### config.mk
export PLATFORM = sky130hd
export DESIGN_NAME = fifo_drain_tx
export DESIGN_NICKNAME = d
export VERILOG_FILES = /design/src/rtl/fifo_pkg.sv /design/src/rtl/fifo_drain_tx.sv
export SDC_FILE = /design/constraint.sdc
export NUM_CORES = 1
export LEC_CHECK = 0
export ABC_AREA = 1
export CORE_UTILIZATION = 33
export CTS_CLUSTER_DIAMETER = 100
export CTS_CLUSTER_SIZE = 10
export DETAILED_ROUTE_END_ITERATION = 10
export PLACE_DENSITY = 0.58
export SYNTH_ARGS = -nofsm -noshare
export SYNTH_HDL_FRONTEND = slang
export SYNTH_SLANG_ARGS = --single-unit
### constraint.sdc
create_clock -name clk_i -period 3.6 [get_ports clk_i]
set_clock_uncertainty 0.15 [all_clocks]
set_input_delay 0.9 -clock clk_i [delete_from_list [all_inputs] [get_ports clk_i]]
set_output_delay 0.9 -clock clk_i [all_outputs]
set_load 0.05 [all_outputs]
### src/rtl/fifo_pkg.sv
// fifo_pkg: shared definitions for the FIFO read-side drain logic.
//   - fifo_state_t : drain FSM state encoding (IDLE, HI, LO)
//   - SYNC_NIBBLE_DEFAULT : default tag placed in the high nibble of first bytes
//   - first_byte() : builds the first byte of a 12-bit sample
package fifo_pkg;

  typedef enum logic [1:0] {
    IDLE = 2'd0,
    HI   = 2'd1,
    LO   = 2'd2
  } fifo_state_t;

  localparam logic [3:0] SYNC_NIBBLE_DEFAULT = 4'hA;

  // First byte on the wire: sync tag in the top nibble, sample bits 11:8 below.
  function automatic logic [7:0] first_byte(input logic [3:0] tag, input logic [11:0] s);
    return {tag, s[11:8]};
  endfunction

endpackage

### src/rtl/fifo_drain_tx.sv
// fifo_drain_tx: drains 12-bit samples from a first-word-fall-through FIFO and
// serialises each one as two bytes on a valid/ready byte stream.
//
// Ports
//   clk_i        in   clock, all logic on the rising edge
//   rst_i        in   synchronous active-low reset
//   en_i         in   drain enable
//   r_empty_i    in   FIFO empty flag
//   r_data_i     in   FIFO head word (valid whenever r_empty_i=0)
//   r_inc_o      out  FIFO read increment, one pulse per sample taken
//   tx_data_o    out  byte stream data (8'h00 when tx_valid_o=0)
//   tx_valid_o   out  byte stream valid
//   tx_ready_i   in   byte stream ready
//   burst_done_o out  one-cycle pulse after the last byte of each burst
//
// Handshake: a byte transfers on a rising edge where tx_valid_o=1 and
// tx_ready_i=1. Once tx_valid_o is raised it stays high and tx_data_o stays
// constant until that transfer happens; tx_valid_o never depends on tx_ready_i.
//
// Byte order per sample: {SYNC_NIBBLE, sample[11:8]} then sample[7:0].
module fifo_drain_tx
  import fifo_pkg::*;
#(
  parameter int unsigned BURST_LEN   = 256,
  parameter logic [3:0]  SYNC_NIBBLE = SYNC_NIBBLE_DEFAULT
) (
  input  logic        clk_i,
  input  logic        rst_i,
  input  logic        en_i,
  input  logic        r_empty_i,
  input  logic [11:0] r_data_i,
  output logic        r_inc_o,
  output logic [7:0]  tx_data_o,
  output logic        tx_valid_o,
  input  logic        tx_ready_i,
  output logic        burst_done_o
);

  localparam logic [15:0] BURST_LAST = 16'(BURST_LEN - 1);

  fifo_state_t state;
  logic [11:0] sample;
  logic [15:0] burst_cnt;
  logic        take;

  // A new sample is taken from IDLE, or straight out of LO as its second
  // byte leaves, which is what gives one sample every two cycles.
  assign take = en_i & ~r_empty_i &
                ((state == IDLE) | ((state == LO) & tx_ready_i));

  // Gate with reset so the FIFO never advances while the block is held.
  assign r_inc_o = take & rst_i;

  assign tx_valid_o = (state == HI) | (state == LO);

  always_comb begin
    tx_data_o = 8'h00;
    case (state)
      HI:      tx_data_o = first_byte(SYNC_NIBBLE, sample);
      LO:      tx_data_o = sample[7:0];
      default: tx_data_o = 8'h00;
    endcase
  end

  always_ff @(posedge clk_i) begin
    if (!rst_i) begin
      state        <= IDLE;
      sample       <= 12'h000;
      burst_cnt    <= 16'h0000;
      burst_done_o <= 1'b0;
    end else begin
      burst_done_o <= 1'b0;

      if (take) begin
        sample <= r_data_i;
      end

      case (state)
        IDLE: begin
          if (take) begin
            state <= HI;
          end
        end

        HI: begin
          if (tx_ready_i) begin
            state <= LO;
          end
        end

        LO: begin
          if (tx_ready_i) begin
            state <= take ? HI : IDLE;
            // Counter survives enable gaps; only reset clears it.
            if (burst_cnt == BURST_LAST) begin
              burst_cnt    <= 16'h0000;
              burst_done_o <= 1'b1;
            end else begin
              burst_cnt <= burst_cnt + 16'd1;
            end
          end
        end

        default: state <= IDLE;
      endcase
    end
  end

endmodule
# Word-level counts from Yosys, hierarchy flattened
# Index checks and enable logic that the tools add are counted.
# Widths: inputs -> output; s select.
[word_totals] reg_bits=31 latchBits=0 ramBits=0 mem_bits_ro=0 inputBits=17 output_inout_bits=11 elab_cells=30 n_memories=0
[classes] add_sub_neg=1 multipliers=0 div=0 magnitude_cmp=0 eq_ne=6 n_shift=0 n_mux=8 bitwise=7 n_reduce_logical=4
[op_table] operator="$add 16x1->16 const B" count=1
[op_table] operator="$eq 16x8->1 const B" count=1
[op_table] operator="$mux 16" count=1
[op_table] operator="$pmux 8 s2" count=1
[op_table] operator="$mux 2" count=3
[op_table] operator="$ne 2x2->1 const B" count=3
[op_table] operator="$pmux 2 s3" count=1
[op_table] operator="$reduce_and 3->1" count=2
[op_table] operator="$and 1x1->1" count=4
[op_table] operator="$eq 2x1->1 const B" count=1
[op_table] operator="$eq 2x2->1 const B" count=1
[op_table] operator="$logic_not 2->1" count=1
[op_table] operator="$mux 1" count=2
[op_table] operator="$or 1x1->1" count=2
[op_table] operator="$reduce_and 2->1" count=1
[op_table] operator="$not 1->1" count=1

# Longest topological paths before layout
[depth] word_depth=7 mapped_depth=11

# Least setup slack after synthesis
# Ideal clock, no wire load.
[synth_path] path_type="in2out" from="input port en_i" to="output port r_inc_o" arrival_ns=2.022 required_time_ns=2.550 setup_slack_ns=0.528 path_stages=5 path_cell_list="inv_1 > nor2_1 > o21ai_4 > buf_6 > nor2_1"
[synth_via] elab_chain_len=3
[synth_rtl] item="start: declaration" line="fifo_drain_tx.sv:29" text="input logic en_i,"
[synth_rtl] item="$and 1x1->1 (2 in a row)" line="fifo_drain_tx.sv:48" text="assign take = en_i & ~r_empty_i &"
[synth_rtl] item="$and 1x1->1" line="fifo_drain_tx.sv:52" text="assign r_inc_o = take & rst_i;"
[synth_rtl] item="end: declaration" line="fifo_drain_tx.sv:32" text="output logic r_inc_o,"
# Every way passes these cells.

# Worst setup path after layout
[layout_path] from="register state[0]" to="output port tx_data_o[7]"
[layout_via] elab_chain_len=2 elab_cells_between_ends=3 classes_between="2 x eq/ne; 1 x mux"
[layout_rtl] item="start: declaration" line="fifo_drain_tx.sv:41" text="fifo_state_t state;"
[layout_rtl] item="start signal: assignment" line="fifo_drain_tx.sv:93" text="state <= take ? HI : IDLE;"
[layout_rtl] item="$eq 2x2->1 or $eq 2x1->1 (tied branches)" line="fifo_drain_tx.sv:58" text="case (state)"
[layout_rtl] item="$pmux 8 s2 (*)" line="fifo_drain_tx.sv:58"
[layout_rtl] item="end: declaration" line="fifo_drain_tx.sv:33" text="output logic [7:0] tx_data_o,"
# Every way passes the cells marked *; elsewhere a longest branch is shown, timed or not.

==> impl_metrics.env <==
export IMPL_ir_drop_mv=0.484
export IMPL_yosys_mux_area_fraction_pct=0
export IMPL_min_period_ns=3.37
export IMPL_die_w_microns=73.6
export IMPL_fin_crit_sh_pct=93.6
export IMPL_vias_per_cell=4.29
export IMPL_first_global_vias=1346
export IMPL_ys_flop_type="dfxtp_1"
export IMPL_avgSynthCellArea_sq_um=7.20
export IMPL_clkSinkCount=31
export IMPL_hold_viol=0
export IMPL_routedWlPerCell_microns=10.2
export IMPL_gr_usage_met1_pct=19.7
export IMPL_synth_area_sq_um=1690
export IMPL_ys_types=28
export IMPL_die_area_sq_um=5420
export IMPL_synth_xor_area_share_pct=3.62
export IMPL_grt_ovfl_total=0
export IMPL_cts_max_level=2
export IMPL_synth_edf_count=0
export IMPL_crit_fanout=8
export IMPL_gr_max_usage_layer="met2"
export IMPL_initial_core_util_pct=35.1
export IMPL_grt_use_met3_pct=5.76
export IMPL_slew_headroom_pct=64.9
export IMPL_setup_tns_ns=0
export IMPL_place_gp_congestion=0.847
export IMPL_ctsHoldBuffers=0
export IMPL_syn2layout_area_growth_pct=24.5
export IMPL_cts_tree="done"
export IMPL_fillers=529
export IMPL_synth_yosys_warnings=0
export IMPL_synth_largest_area_cell="dfxtp_1"
export IMPL_hp_class="reg -> reg"
export IMPL_core_area_sq_um=4820
export IMPL_ioPinCount=28
export IMPL_worstPathRequired_ns=2.55
export IMPL_cap_violations=0
export IMPL_vias=1429
export IMPL_p_leak_nw=0.852
export IMPL_dp_hpwl_microns=2580
export IMPL_cts_resized_gates=0
export IMPL_synthCells=235
export IMPL_numCtsBuffers=5
export IMPL_rsz0062_at_grt="false"
export IMPL_yosysMostFrequentCell="nor2_1"
export IMPL_antenna_found_initial=0
export IMPL_yosys_register_bits=31
export IMPL_synth_fa_ha_area_share_pct=4.43
export IMPL_worst_slew_pin_slew_ns=0.524
export IMPL_cp_arrival_ns=2.32
export IMPL_cts_root_buf="clkbuf_8"
export IMPL_die_y_microns=73.6
export IMPL_cts_path_max_buffers=2
export IMPL_drc=0
export IMPL_synth_top_family_by_area="simple AND/OR/NAND/NOR gates"
export IMPL_finalSetupViolations=0
export IMPL_antenna_cells=0
export IMPL_async_flop_share_pct=0
export IMPL_grtUsageTotal_pct=14.8
export IMPL_synth_compound_area_share_pct=9.09
export IMPL_clk_pin_slew_ns=0.06
export IMPL_worstSkewPairLatency_ns=0.28
export IMPL_use_met2_pct=21.6
export IMPL_yosys_top_cells_count="61 x nor2_1, 44 x nand2_1, 31 x dfxtp_1, 21 x inv_1, 15 x o21ai_0"
export IMPL_power_mw=1.04
export IMPL_ant_nets=0
export IMPL_portBuffers=27
export IMPL_yosysTopAreaCellShare_pct=36.7
export IMPL_synth_seq_area_share_pct=36.7
export IMPL_grt_pass1_wl_microns=5980
export IMPL_synth_nets=258
export IMPL_synth_area_top_cells="dfxtp_1 37%, nor2_1 14%, nand2_1 9.8%, inv_1 4.7%, ha_1 4.4%"
export IMPL_drive_gt1_share_pct=10.2
export IMPL_synthSimpleGateAreaFrac_pct=38.1
export IMPL_cp_start_kind="flop"
export IMPL_firstDrtPassIters=4
export IMPL_rows=25
export IMPL_power_density_nw_per_um2=494
export IMPL_post_cts_buffers=0
export IMPL_nets=290
export IMPL_clock_fmax_ghz=0.297
export IMPL_grt_start_max_net_pins=15
export IMPL_status="finished, final reports clean"
export IMPL_end_kind="primary output"
export IMPL_drv_slew=0
export IMPL_wl_microns=3410
export IMPL_crit_type="reg -> out"
export IMPL_dr_first_iter_drc_count=35
layout by cell type (no fill, tap or decap):
cell type and instances:
a21oi_1 11, and2_1 2, buf_12 1, buf_4 2
clkbuf_1 1, clkbuf_8 5, clkdlybuf4s50_1 26, clkinv_1 1
dfxtp_1 31, ha_1 6, inv_1 21, inv_2 2
inv_6 1, nand2_1 44, nand2_2 3, nand2_4 2
nand2_8 1, nand3_1 9, nand3_4 1, nand4_1 1
nor2_1 61, nor2_2 1, nor2_4 5, nor2_8 1
nor3_1 2, nor3_4 1, o21a_1 1, o21ai_0 15
o21ai_4 1, xnor2_1 4, xor2_1 3
where the power goes:
part,switching (mW),internal [mW],leakage [nW]
combinational,0.255,0.132,0.563
sequential,0.0253,0.382,0.252
clock,0.118,0.129,0.0371
metrics by stage:
stage	setup WS, ns	hold WS (ns)	util, %	area, sq um	instances
5_1_grt	0.0575	0.356	43.7	2110	333
2_1_floorplan	0.528	0.303	-	1690	235
4_1_cts	0.195	0.336	43.7	2110	333
3_3_place_gp	0.325	0.313	42.2	2030	327
3_5_place_dp	0.314	0.322	42.2	2030	327
6_report	0.230	0.332	43.7	2110	333
metal layers:
metal  up-vias  part of all wire (%)
met5         -                     0
met4         0                   1.1
met3         4                   5.5
met2        27                    43
met1       608                    51
li1        790                     -
worst max-delay path, stage by stage, from the launching register on:
cell and delay, ns:
dfxtp_1 0.34, inv_1 0.11, ha_1 0.46, inv_1 0.08, nand2_1 0.09, nand2_1 0.06
nor2_1 0.10, clkdlybuf4s50_1 0.81
worst paths after layout:
path	endpoint	slack [ns]	cells after the start	startpoint
min reg2reg	sample[9]$_SDFFE_PN0N_	0.33	2	sample[9]$_SDFFE_PN0N_
min	sample[9]$_SDFFE_PN0N_	0.33	2	sample[9]$_SDFFE_PN0N_
max reg2reg	sample[1]$_SDFFE_PN0N_	1.58	8	state[0]$_SDFFE_PN0P_
max	tx_data_o[7]	0.23	7	state[0]$_SDFFE_PN0P_
registers in the layout, indices dropped and copies added, names as in the netlist:
name,count
burst_cnt,16
sample,12
burst_done_o,1
state,2
cell type report:
class                   count  area [sq um]  area share, %
well taps                  67          83.8           3.98
repair buffers             29           295           14.0
flip-flops and latches     31           621           29.5
inverters                  25          98.8           4.69
multi-input cells         175           936           44.4
clock buffers               6          72.6           3.44
kinds of logic (layout without fill, tap and decap cells):
logic type / count (synthesis) / in the layout
AOI/OAI and AO/OA: 28 / 28
xor gates and xnor gates: 7 / 7
adders and majority gates: 6 / 6
buffers and inverters: 29 / 60
DFF: 31 / 31
and+or+nand+nor: 134 / 134
(Power assumes the default switching activity.)
